### src/rtl/seq_odd_squarer.sv
// Multi-cycle squarer: n*n as the running sum of the first n odd numbers.
// Optional sticky start-during-RUN flag: define SQUARER_ERROR_EN.
module seq_odd_squarer #(
  parameter int WIDTH = 8
) (
  input  logic               clock,
  input  logic               reset,
  input  logic               enable,
  input  logic               start,
  input  logic [WIDTH-1:0]   operand,
  output logic               busy,
  output logic               done,
`ifdef SQUARER_ERROR_EN
  output logic               error,
`endif
  output logic [2*WIDTH-1:0] result
);

  typedef enum logic [1:0] {
    IDLE = 2'd0,
    RUN  = 2'd1,
    DONE = 2'd2
  } state_t;

  state_t               state_q, state_d;
  logic [WIDTH-1:0]     count_q, count_d;
  logic [2*WIDTH:0]     odd_q, odd_d;
  logic [2*WIDTH-1:0]   sum_q, sum_d;
  logic [2*WIDTH-1:0]   result_q, result_d;
  logic                 done_q, done_d;
  logic                 err_q, err_d;
  logic                 accept;

  assign accept = enable && start &&
                  (state_q == IDLE || state_q == DONE);

  always_comb begin
    state_d  = state_q;
    count_d  = count_q;
    odd_d    = odd_q;
    sum_d    = sum_q;
    result_d = result_q;
    done_d   = done_q;
    err_d    = err_q;
    if (enable) begin
      done_d = 1'b0;
      unique case (state_q)
        IDLE, DONE: begin
          if (start) begin
            state_d = RUN;
            count_d = operand;
            sum_d   = '0;
            odd_d   = {{(2*WIDTH){1'b0}}, 1'b1};
          end else begin
            state_d = IDLE;
          end
        end
        RUN: begin
          if (count_q != '0) begin
            sum_d   = sum_q + odd_q[2*WIDTH-1:0];
            odd_d   = odd_q + {{(2*WIDTH-1){1'b0}}, 2'd2};
            count_d = count_q - 1'b1;
          end else begin
            result_d = sum_q;
            done_d   = 1'b1;
            state_d  = DONE;
          end
        end
        default: state_d = IDLE;
      endcase
      // an accepted start wins over setting the flag
      if (state_q == RUN && start)
        err_d = 1'b1;
      if (accept)
        err_d = 1'b0;
    end
  end

  always_ff @(posedge clock or negedge reset) begin
    if (!reset) begin
      state_q  <= IDLE;
      count_q  <= '0;
      odd_q    <= {{(2*WIDTH){1'b0}}, 1'b1};
      sum_q    <= '0;
      result_q <= '0;
      done_q   <= 1'b0;
      err_q    <= 1'b0;
    end else begin
      state_q  <= state_d;
      count_q  <= count_d;
      odd_q    <= odd_d;
      sum_q    <= sum_d;
      result_q <= result_d;
      done_q   <= done_d;
      err_q    <= err_d;
    end
  end

  assign busy   = (state_q == RUN);
  assign done   = done_q;
  assign result = result_q;

`ifdef SQUARER_ERROR_EN
  assign error = err_q;
`else
  logic unused_err;
  assign unused_err = err_q;
`endif

endmodule

### config.mk
export PLATFORM = sky130hd
export DESIGN_NAME = seq_odd_squarer
export DESIGN_NICKNAME = d
export VERILOG_FILES = /design/src/rtl/seq_odd_squarer.sv
export SDC_FILE = /design/constraint.sdc
export NUM_CORES = 1
export LEC_CHECK = 0
export ABC_CLOCK_PERIOD_IN_PS = 3300
export BUFFER_PORTS_ARGS = -buffer_cell sky130_fd_sc_hd__clkbuf_2
export CORE_MARGIN = 2
export CORE_UTILIZATION = 60
export DETAILED_ROUTE_END_ITERATION = 10
export PLACE_DENSITY = 0.8
export SKIP_CTS_REPAIR_TIMING = 1
export SYNTH_ARGS = -nofsm -noshare
export SYNTH_HDL_FRONTEND = slang
export SYNTH_SLANG_ARGS = --single-unit
export TNS_END_PERCENT = 30
### constraint.sdc
create_clock -name clock -period 3.3 [get_ports clock]
set_input_delay 0.66 -clock clock [delete_from_list [all_inputs] [get_ports clock]]
set_output_delay 0.66 -clock clock [all_outputs]
set_load 0.03 [all_outputs]
==> results of run 1 <==
## worst max-delay path, delay by kind of cell (launching register included)
family          cells  cell delay, ns
compound gates      4            0.82
buf+inv             1            0.06
fa+ha+maj           2            0.56
flops               1            0.53
simple gates        2            0.31
## sequential cells by signal, indices dropped and copies added (netlist names)
signal / count
done: 1
count_q: 8
sum_q: 16
state_q: 2
odd_q: 16
result: 16
## area by class of cell
class | instances | share of cell area, %
multi-input combinational | 267 | 46.4
sequential | 59 | 38.9
timing repair buffer | 35 | 5.01
clock buffer | 11 | 3.46
clock inverter | 5 | 2.70
tap | 72 | 2.37
inverter | 12 | 1.19
## where the power goes
part,internal (mW),switching [mW]
Sequential,0.882,0.170
Clock,0.501,0.282
Combinational,0.374,0.581
Total,1.76,1.03
## worst max path at each step
stage | slack, ns | cells after the start | startpoint | to
floorplan | 1.19 | 9 | odd_q[0]$_DFFE_PN1P_ | sum_q[14]$_DFFE_PN0P_
CTS | 0.90 | 9 | odd_q[0]$_DFFE_PN1P_ | sum_q[14]$_DFFE_PN0P_
global placement | 1.00 | 7 | enable | odd_q[6]$_DFFE_PN0P_
global route | 0.71 | 9 | odd_q[0]$_DFFE_PN1P_ | sum_q[14]$_DFFE_PN0P_
finish | 0.91 | 9 | odd_q[0]$_DFFE_PN1P_ | sum_q[14]$_DFFE_PN0P_
detailed placement | 0.89 | 7 | enable | odd_q[10]$_DFFE_PN0P_
## cells in the mapped netlist, types with 2 or more instances
| master | number | area (um2) |
|---|---|---|
| nand2_1 | 39 | 146 |
| ha_1 | 18 | 225 |
| o21ai_0 | 41 | 205 |
| a211oi_1 | 2 | 15.0 |
| mux2i_1 | 3 | 30.0 |
| nor2_1 | 24 | 90.1 |
| dfrtp_1 | 58 | 1450 |
| o41ai_1 | 2 | 17.5 |
| nand3_1 | 13 | 65.1 |
| and4_1 | 2 | 17.5 |
| inv_1 | 12 | 45.0 |
| nor2b_1 | 4 | 25.0 |
| nand2b_1 | 2 | 12.5 |
| mux2_2 | 14 | 158 |
| or3_1 | 5 | 31.3 |
| xnor2_1 | 6 | 52.6 |
| clkbuf_1 | 6 | 22.5 |
| a21oi_1 | 29 | 145 |
| a31oi_1 | 2 | 12.5 |
| a21o_1 | 2 | 15.0 |
| nor3_1 | 8 | 40.0 |
| nand4_1 | 6 | 37.5 |
| buf_2 | 5 | 25.0 |
| xor2_1 | 12 | 105 |
| and3_1 | 3 | 18.8 |
| a22oi_1 | 2 | 15.0 |
| o211ai_1 | 3 | 22.5 |
| o21a_1 | 7 | 52.6 |
## cells by family (layout without fill, tap and decap cells)
logic type,count (synthesis),after routing
adder cells (fa/ha/maj),19,19
flip-flops,59,59
XOR/XNOR,18,18
AO/OA/AOI/OAI,99,99
multiplexers,17,17
buffers and inverters,24,63
AND/OR/NAND/NOR,114,114
## through the flow
stage	setup WS, ns	std cells	hold slack (ns)	power, mW	cell area [um2]
after floorplan	1.19	350	0.364	1.75	3340
after global placement	1.00	445	0.468	1.96	3560
after detailed placement	0.890	445	0.475	2.00	3560
after CTS	0.903	461	0.490	2.79	3800
after global routing	0.709	461	0.518	2.98	3800
final	0.910	461	0.460	2.79	3800
## routing by layer
| layer | GRT usage, % | vias to the layer above | share of wire [%] | routed length, um |
|---|---|---|---|---|
| li1 | - | 1325 | - | - |
| met3 | 5.75 | 16 | 5.5 | 397 |
| met5 | 0 | - | 0 | 0 |
| met1 | 34.1 | 1343 | 44 | 3190 |
| met4 | 11.9 | 0 | 2.5 | 178 |
| met2 | 41.2 | 81 | 48 | 3430 |
==> run_results.csv, run 1 <==
group,metric,value,unit
clock_network,insertion_delay,0.34,ns
route,drt-pass1-iter-count,4,
worst_setup_path,cp.arrival,2.63,ns
clock_network,cts_tree,"done",
route,final_antenna_net_count,0,
sta,tns,0,ns
synth,muxShareOfSynthArea,5.62,%
sta,slew_violations,0,
sta,fin_skew,0.00927,ns
synth,netlist_area,3340,um2
worst_setup_path,reg2reg_to,"sum_q[14]$_DFFE_PN0P_",
grt,antenna_found_initial,0,
pwr,p_leak,1.83,nW
route,wl_per_cell,15.6,um
worst_setup_path,reg2reg_depth,9,
synth,synth_cells,350,
floorplanning,ios,30,
clock_network,root_buffer,"clkbuf_8",
worst_setup_path,cp_cell_sequence,"ha_1 > inv_1 > fa_1 > nor2b_1 > o31a_1 > o21ai_0 > a21oi_1 > nor3_1 > o32ai_1",
grt,first_global_vias,2656,
synth,synth_compound_area_share,18.4,%
sta,timing.final.crit_share,72.4,%
synth,synth_async_sr_flop_share,100,%
synth,ys.flop_type,"dfrtp_1",
cells_and_area,layout_commonest_cell,"dfrtp_1",
worst_setup_path,path_class,"reg2reg",
synth,seq_area_frac_synth,44.2,%
route,viasPerCell,6.00,
place,io_buffers,29,
route,drc,0,
clock_network,clock_sinks,59,
route,drtIter0Drc,272,
floorplanning,die_h,78.6,um
pwr,power.density,735,nW/um2
place,dp_hpwl,4940,um
sta,worst_pin_slew,0.736,ns
grt,grt_pass1_wl,12300,um
synth,avgSynthCellArea,9.55,um2
cells_and_area,layout_common_cells,"58 x dfrtp_1, 41 x o21ai_0, 39 x nand2_1, 29 x a21oi_1, 29 x clkbuf_2",
synth,synth_top_family_by_area,"compound AO/OA/AOI/OAI gates",
sta,grt_setup_unrepaired,"no",
sta,setup_violations,0,
grt,grt_max_degree,60,
worst_setup_path,slowest_delay,0.53,ns
cells_and_area,layout-drive-gt1-share,18.5,%
floorplanning,die_w,78.6,um
worst_setup_path,end_kind,"flip-flop",
clock_network,cts_buffer_depth,2,
cells_and_area,syn2layout_area_growth,13.6,%
clock_network,cts_made_buffers,9,
worst_setup_path,worstReg2RegStart,"odd_q[0]$_DFFE_PN1P_",
synth,synth-edff-count,0,
cells_and_area,layout.nets,415,
grt,grt_overflow_total,0,
worst_setup_path,r2r_slack,0.91,ns
floorplanning,start_util,61.4,%
clock_network,cts-htree-levels,3,
clock_network,clk_pin_slew,0.07,ns
synth,synth.distinct_cells,48,
cells_and_area,fillers,423,
floorplanning,std_cell_rows,27,
worst_setup_path,critPathRequiredTime,3.54,ns
floorplanning,dieArea,6180,um2
pwr,peakVddDrop,0.472,mV
worst_setup_path,critical-path-slowest-cell,"dfstp_2",
worst_hold_path,hold_class,"in2async",
run_status,outcome,"finished, final reports clean",
worst_setup_path,cp_max_fo,4,
synth,synthXorXnorAreaFrac,4.72,%
synth,syn_nets,381,
cells_and_area,final-seq-area,1480,um2
floorplanning,coreArea,5440,um2
sta,finalHoldViolCount,0,
cells_and_area,multiInputGateArea,1760,um2
grt,gr-usage-all-layers,26.0,%
sta,finalCriticalPeriod,2.39,ns
cells_and_area,antenna_cells,0,
place,gp_congestion,0.877,
synth,synth-simple-area-share,16.6,%
route,wl,7190,um
sta,max-slew-margin-rel,51.0,%
cells_and_area,final_util,69.8,%
route,vias,2765,
worst_setup_path,cp-start-kind,"flip-flop",
synth,ys_ff_latch,59,
sta,clock.fmax,0.418,GHz
synth,yosys.area_share.adder,7.34,%
run,cap_violations,0,
synth,yosysWarnings,0,
No activity file was read; power rests on OpenSTA's default activity.
==> run 2, diff against run 1 <==
--- a/config.mk
+++ b/config.mk
@@ -5,12 +5,12 @@
 export SDC_FILE = /design/constraint.sdc
 export NUM_CORES = 1
 export LEC_CHECK = 0
-export ABC_CLOCK_PERIOD_IN_PS = 3300
+export ABC_CLOCK_PERIOD_IN_PS = 2200
 export BUFFER_PORTS_ARGS = -buffer_cell sky130_fd_sc_hd__clkbuf_2
 export CORE_MARGIN = 2
-export CORE_UTILIZATION = 60
+export CORE_UTILIZATION = 59
 export DETAILED_ROUTE_END_ITERATION = 10
-export PLACE_DENSITY = 0.8
+export PLACE_DENSITY = 0.79
 export SKIP_CTS_REPAIR_TIMING = 1
 export SYNTH_ARGS = -nofsm -noshare
 export SYNTH_HDL_FRONTEND = slang
==> constraint.sdc (replaced) <==
create_clock -name clock -period 2.2 [get_ports clock]
set_input_delay 0.44 -clock clock [delete_from_list [all_inputs] [get_ports clock]]
set_output_delay 0.44 -clock clock [all_outputs]
set_load 0.03 [all_outputs]
==> run 2 against run 1 <==
Core utilization grew 3.0 points. Clock skew grew 0.00087 ns. Clock power grew 21%. Largest cell class unchanged.
==> run_results.csv, run 2 (synthesis results as in run 1) <==
group,metric,value,unit
worst_hold_path,hold_class,"in2async",
clock_network,insertion_delay,0.33,ns
route,wl_per_cell,15.3,um
clock_network,cts-htree-levels,3,
floorplanning,coreArea,5470,um2
grt,grt_max_degree,29,
clock_network,root_buffer,"clkbuf_8",
sta,worst_pin_slew,0.471,ns
clock_network,clock_sinks,59,
clock_network,cts_tree,"done",
place,dp_slack,-0.0192,ns
cells_and_area,final_util,72.8,%
grt,grt_overflow_total,0,
cells_and_area,layout.nets,439,
grt,first_global_vias,2814,
cells_and_area,fin_cells,485,
route,vias,2818,
route,viasPerCell,5.81,
sta,fin_skew,0.0101,ns
grt,gr-usage-all-layers,26.1,%
sta,setup_ws,0.0648,ns
sta,tns,0,ns
cells_and_area,layout_common_cells,"58 x dfrtp_1, 39 x nand2_1, 37 x o21ai_0, 29 x clkbuf_2, 29 x buf_4",
sta,setup_violations,0,
sta,slew_violations,0,
pwr,power.density,1050,nW/um2
floorplanning,dieArea,6280,um2
floorplanning,std_cell_rows,27,
worst_setup_path,end_kind,"flip-flop",
cells_and_area,fillers,433,
cells_and_area,syn2layout_area_growth,19.2,%
sta,finalCriticalPeriod,2.14,ns
cells_and_area,layout_commonest_cell,"dfrtp_1",
grt,antenna_found_initial,0,
sta,clock.fmax,0.468,GHz
clock_network,cts_buffer_depth,2,
floorplanning,ios,30,
route,final_antenna_net_count,0,
cells_and_area,layout-drive-gt1-share,24.9,%
cells_and_area,antenna_cells,0,
pwr,p_leak,1.93,nW
worst_setup_path,critPathRequiredTime,2.43,ns
run_status,outcome,"finished, final reports clean",
place,gp_congestion,0.884,
sta,worst_hold_slack,0.0548,ns
route,drc,0,
worst_setup_path,path_class,"reg2reg",
sta,timing.final.crit_share,97.1,%
sta,grt_setup_unrepaired,"yes",
route,drtIter0Drc,162,
worst_setup_path,cp.arrival,2.37,ns
place,dp_hpwl,5430,um
clock_network,cts_made_buffers,9,
floorplanning,die_h,79.3,um
pwr,peakVddDrop,0.680,mV
sta,finalHoldViolCount,0,
place,place_inst,468,
route,wl,7430,um
run,cap_violations,0,
worst_setup_path,cp_max_fo,4,
route,drt-pass1-iter-count,4,
floorplanning,start_util,61.1,%
sta,max-slew-margin-rel,68.6,%
grt,grt_pass1_wl,12800,um
floorplanning,die_w,79.3,um
place,io_buffers,29,
worst_setup_path,cp-start-kind,"flip-flop",
clock_network,clk_pin_slew,0.07,ns
run 2: cell count changes in the layout (fill, tap and decap cells not counted), moves of 2 or more:
cell / previous run / this run
o21ai_2: 0 / 2
a21oi_2: 0 / 2
bufinv_16: 3 / 0
buf_4: 6 / 29
a21oi_1: 29 / 27
o21ai_0: 41 / 37
clkbuf_8: 9 / 13
o21ai_1: 0 / 2
run 2: worst paths after layout:
kind | startpoint | endpoint | slack, ns | cells after the start
worst min-delay path | reset | odd_q[2]$_DFFE_PN0P_ | 0.05 | 1
worst max-delay path | odd_q[0]$_DFFE_PN1P_ | sum_q[14]$_DFFE_PN0P_ | 0.06 | 9
worst min register to register | result[14]$_DFFE_PN0P_ | result[14]$_DFFE_PN0P_ | 0.50 | 2
worst max register to register | odd_q[0]$_DFFE_PN1P_ | sum_q[14]$_DFFE_PN0P_ | 0.06 | 9
min in group clock | operand[2] | count_q[2]$_DFFE_PN0P_ | 0.40 | 3
max in group asynchronous | reset | odd_q[0]$_DFFE_PN1P_ | 1.48 | 2
run 2: metrics by stage:
stage / instance area [um2] / power (mW)
after detailed placement: 3750 / 3.17
after global placement: 3750 / 3.13
after global routing: 3980 / 4.48
after CTS: 3940 / 4.13
after floorplan: 3340 / 2.62
final: 3980 / 4.18
run 2: final cells by class:
type / count / area [um2] / area share, %
clock buffers: 15 / 186 / 4.68
clock inverters: 1 / 5.00 / 0.126
inverters: 12 / 45.0 / 1.13
multi-input cells: 267 / 1800 / 45.1
flip-flops and latches: 59 / 1480 / 37.1
well taps: 72 / 90.1 / 2.26
repair buffers: 59 / 383 / 9.61
run 2: report_power, final:
part	switching [mW]	total, mW	leakage, nW	internal, mW
registers	0.220	1.54	0.782	1.32
logic	0.963	1.69	1.05	0.729
clock network	0.416	0.948	0.0997	0.532
total	1.60	4.18	1.93	2.58
run 2: critical path: stages, from the launching register on:
cell and delay (ns):
dfstp_2 0.53, ha_1 0.15, inv_1 0.05, fa_2 0.34, nor2b_2 0.13, o31a_1 0.27, o21ai_2 0.09, a21oi_2 0.14
nor3_1 0.06, o32ai_1 0.27
run 2: routing by layer:
layer	vias up	share of wire, %	track usage, %
met4	0	1.3	10.2
met5	-	0	0
met2	67	51	44.2
li1	1377	-	-
met3	9	4.6	4.32
met1	1365	43	33.5
==> run 3, diff against run 2 <==
--- a/config.mk
+++ b/config.mk
@@ -5,12 +5,12 @@
 export SDC_FILE = /design/constraint.sdc
 export NUM_CORES = 1
 export LEC_CHECK = 0
-export ABC_CLOCK_PERIOD_IN_PS = 2200
+export ABC_CLOCK_PERIOD_IN_PS = 1830
 export BUFFER_PORTS_ARGS = -buffer_cell sky130_fd_sc_hd__clkbuf_2
 export CORE_MARGIN = 2
-export CORE_UTILIZATION = 59
+export CORE_UTILIZATION = 54
 export DETAILED_ROUTE_END_ITERATION = 10
-export PLACE_DENSITY = 0.79
+export PLACE_DENSITY = 0.76
 export SKIP_CTS_REPAIR_TIMING = 1
 export SYNTH_ARGS = -nofsm -noshare
 export SYNTH_HDL_FRONTEND = slang
==> constraint.sdc (replaced) <==
create_clock -name clock -period 1.83 [get_ports clock]
set_input_delay 0.366 -clock clock [delete_from_list [all_inputs] [get_ports clock]]
set_output_delay 0.366 -clock clock [all_outputs]
set_load 0.03 [all_outputs]
==> run 3 against run 2 <==
The flow now finishes with violations (negative setup slack). Sequential power is 17% higher. Final cell count grew 10%. Worst setup slack worse by 0.34 ns. Core utilization up 2.8 points. Sequential cell count unchanged. Via count rose by 9.4%. Hold slack worse by 0.038 ns. Clock-buffer cell count unchanged. Die area up 8.8%.
==> run_results.csv, run 3 (synthesis results as in run 1) <==
group,metric,value,unit
route,wl_per_cell,15.8,um
sta,fin_skew,0.0122,ns
worst_setup_path,cp_max_fo,6,
place,dp_hpwl,5630,um
floorplanning,ios,30,
place,placed_cell_area,4130,um2
run,cap_violations,0,
sta,max-slew-margin-rel,69.3,%
clock_network,clock_sinks,59,
floorplanning,coreArea,5960,um2
cells_and_area,final_area,4500,um2
pwr,combPwrFrac,49.8,%
cells_and_area,antenna_cells,0,
floorplanning,dieArea,6830,um2
sta,finalHoldViolCount,0,
floorplanning,start_util,56.1,%
cells_and_area,layout-drive-gt1-share,38.7,%
worst_setup_path,cp-startpoint,"count_q[5]$_DFFE_PN0P_",
cells_and_area,layout_common_cells,"70 x buf_4, 57 x dfrtp_1, 35 x nand2_1, 29 x clkbuf_2, 24 x nor2_1",
grt,gr-usage-all-layers,25.8,%
worst_setup_path,reg2reg_depth,6,
cells_and_area,final_util,75.6,%
route,wl,8460,um
sta,slew_violations,0,
clock_network,cts-htree-levels,3,
sta,setup_ws,-0.280,ns
place,io_buffers,29,
worst_setup_path,reg2reg_to,"odd_q[7]$_DFFE_PN0P_",
route,vias,3084,
grt,grt_max_degree,60,
clock_network,insertion_delay,0.35,ns
cells_and_area,layout.nets,486,
pwr,intPower,3.39,mW
worst_hold_path,hold_class,"in2async",
cells_and_area,syn2layout_area_growth,34.7,%
floorplanning,std_cell_rows,28,
cells_and_area,layout_commonest_cell,"buf_4",
worst_setup_path,end_kind,"flip-flop",
sta,finalCriticalPeriod,2.11,ns
pwr,seqPwrFrac,32.2,%
route,drt-pass1-iter-count,4,
worst_setup_path,cp-start-kind,"flip-flop",
worst_setup_path,r2r_slack,-0.28,ns
pwr,switchingPower,2.20,mW
grt,antenna_found_initial,0,
run_status,violations,"negative setup slack",
sta,timing.final.crit_share,115,%
pwr,power_frac_clock,18.1,%
pwr,switching_share,39.4,%
worst_setup_path,critPathRequiredTime,2.06,ns
grt,grt_overflow_total,0,
clock_network,cts_made_buffers,9,
floorplanning,die_w,82.7,um
sta,grt_setup_unrepaired,"yes",
sta,worst_pin_slew,0.459,ns
clock_network,clk_pin_slew,0.06,ns
clock_network,cts_tree,"done",
route,drc,0,
sta,setup_violations,54,
run_status,outcome,"complete, but fails checks",
grt,grt_pass1_wl,13200,um
clock_network,root_buffer,"clkbuf_8",
place,gp_congestion,0.863,
clock_network,cts_buffer_depth,2,
cells_and_area,fillers,403,
pwr,p_leak,2.17,nW
route,drtIter0Drc,203,
cells_and_area,final-seq-area,1480,um2
route,viasPerCell,5.76,
route,final_antenna_net_count,0,
pwr,power.density,1240,nW/um2
grt,first_global_vias,2861,
cells_and_area,multiInputGateArea,1970,um2
worst_setup_path,cp.arrival,2.34,ns
worst_setup_path,path_class,"reg2reg",
pwr,peakVddDrop,0.999,mV
floorplanning,die_h,82.7,um
worst_setup_path,worstReg2RegStart,"count_q[5]$_DFFE_PN0P_",
sta,clock.fmax,0.474,GHz
-- run 3: cell types whose count changed in the layout (fill, tap and decap cells not counted), sizes merged --
cell   before  now
buf        30   76
nand4       7    8
-- run 3: per-layer routing --
layer | wire, um | GRT usage, %
met4 | 209 | 10.7
met2 | 4110 | 42.4
met5 | 0 | 0
met3 | 409 | 4.89
met1 | 3730 | 33.5
-- run 3: worst max-delay path, stage by stage, from the launching register on --
cell,delay (ns)
dfrtp_1,0.38
or4_4,0.58
o311a_4,0.41
o211a_4,0.28
nand4_1,0.13
xor2_1,0.15
nor2_1,0.05
-- run 3: worst max-delay path by stage --
stage	to	cells after the start
final	odd_q[7]$_DFFE_PN0P_	6
after global routing	sum_q[15]$_DFFE_PN0P_	6
after CTS	sum_q[14]$_DFFE_PN0P_	9
after detailed placement	sum_q[14]$_DFFE_PN0P_	9
after global placement	sum_q[14]$_DFFE_PN0P_	9
after floorplan	odd_q[15]$_DFFE_PN0P_	6
-- run 3: final cells by class --
cell class	instances	area share, %
Clock inverter	1	0.111
Clock buffer	15	3.25
Tap cell	75	2.08
Sequential cell	59	32.8
Multi-Input combinational cell	268	43.7
Inverter	12	1.00
Timing Repair Buffer	105	17.0
-- run 3: per-stage QoR --
step / std cells / hold slack, ns / setup slack (ns) / TNS [ns] / total power, mW
2_1_floorplan: 350 / 0.0704 / -0.147 / -1.83 / 3.21
3_3_place_gp: 515 / 0.395 / -0.184 / -5.12 / 4.12
3_5_place_dp: 515 / 0.399 / -0.288 / -7.12 / 4.21
4_1_cts: 531 / 0.0274 / -0.301 / -8.28 / 5.23
5_1_grt: 535 / 0.0337 / -0.371 / -13.27 / 5.98
6_report: 535 / 0.0167 / -0.280 / -8.58 / 5.59
-- run 3: power by group through the flow --
stage                     clock [mW]  sequential, mW  combinational [mW]
after floorplan                    0            1.93                1.28
after global placement             0            1.80                2.32
after detailed placement           0            1.81                2.40
after CTS                       1.01            1.79                2.43
after global routing            1.08            1.83                3.06
final                           1.01            1.80                2.78
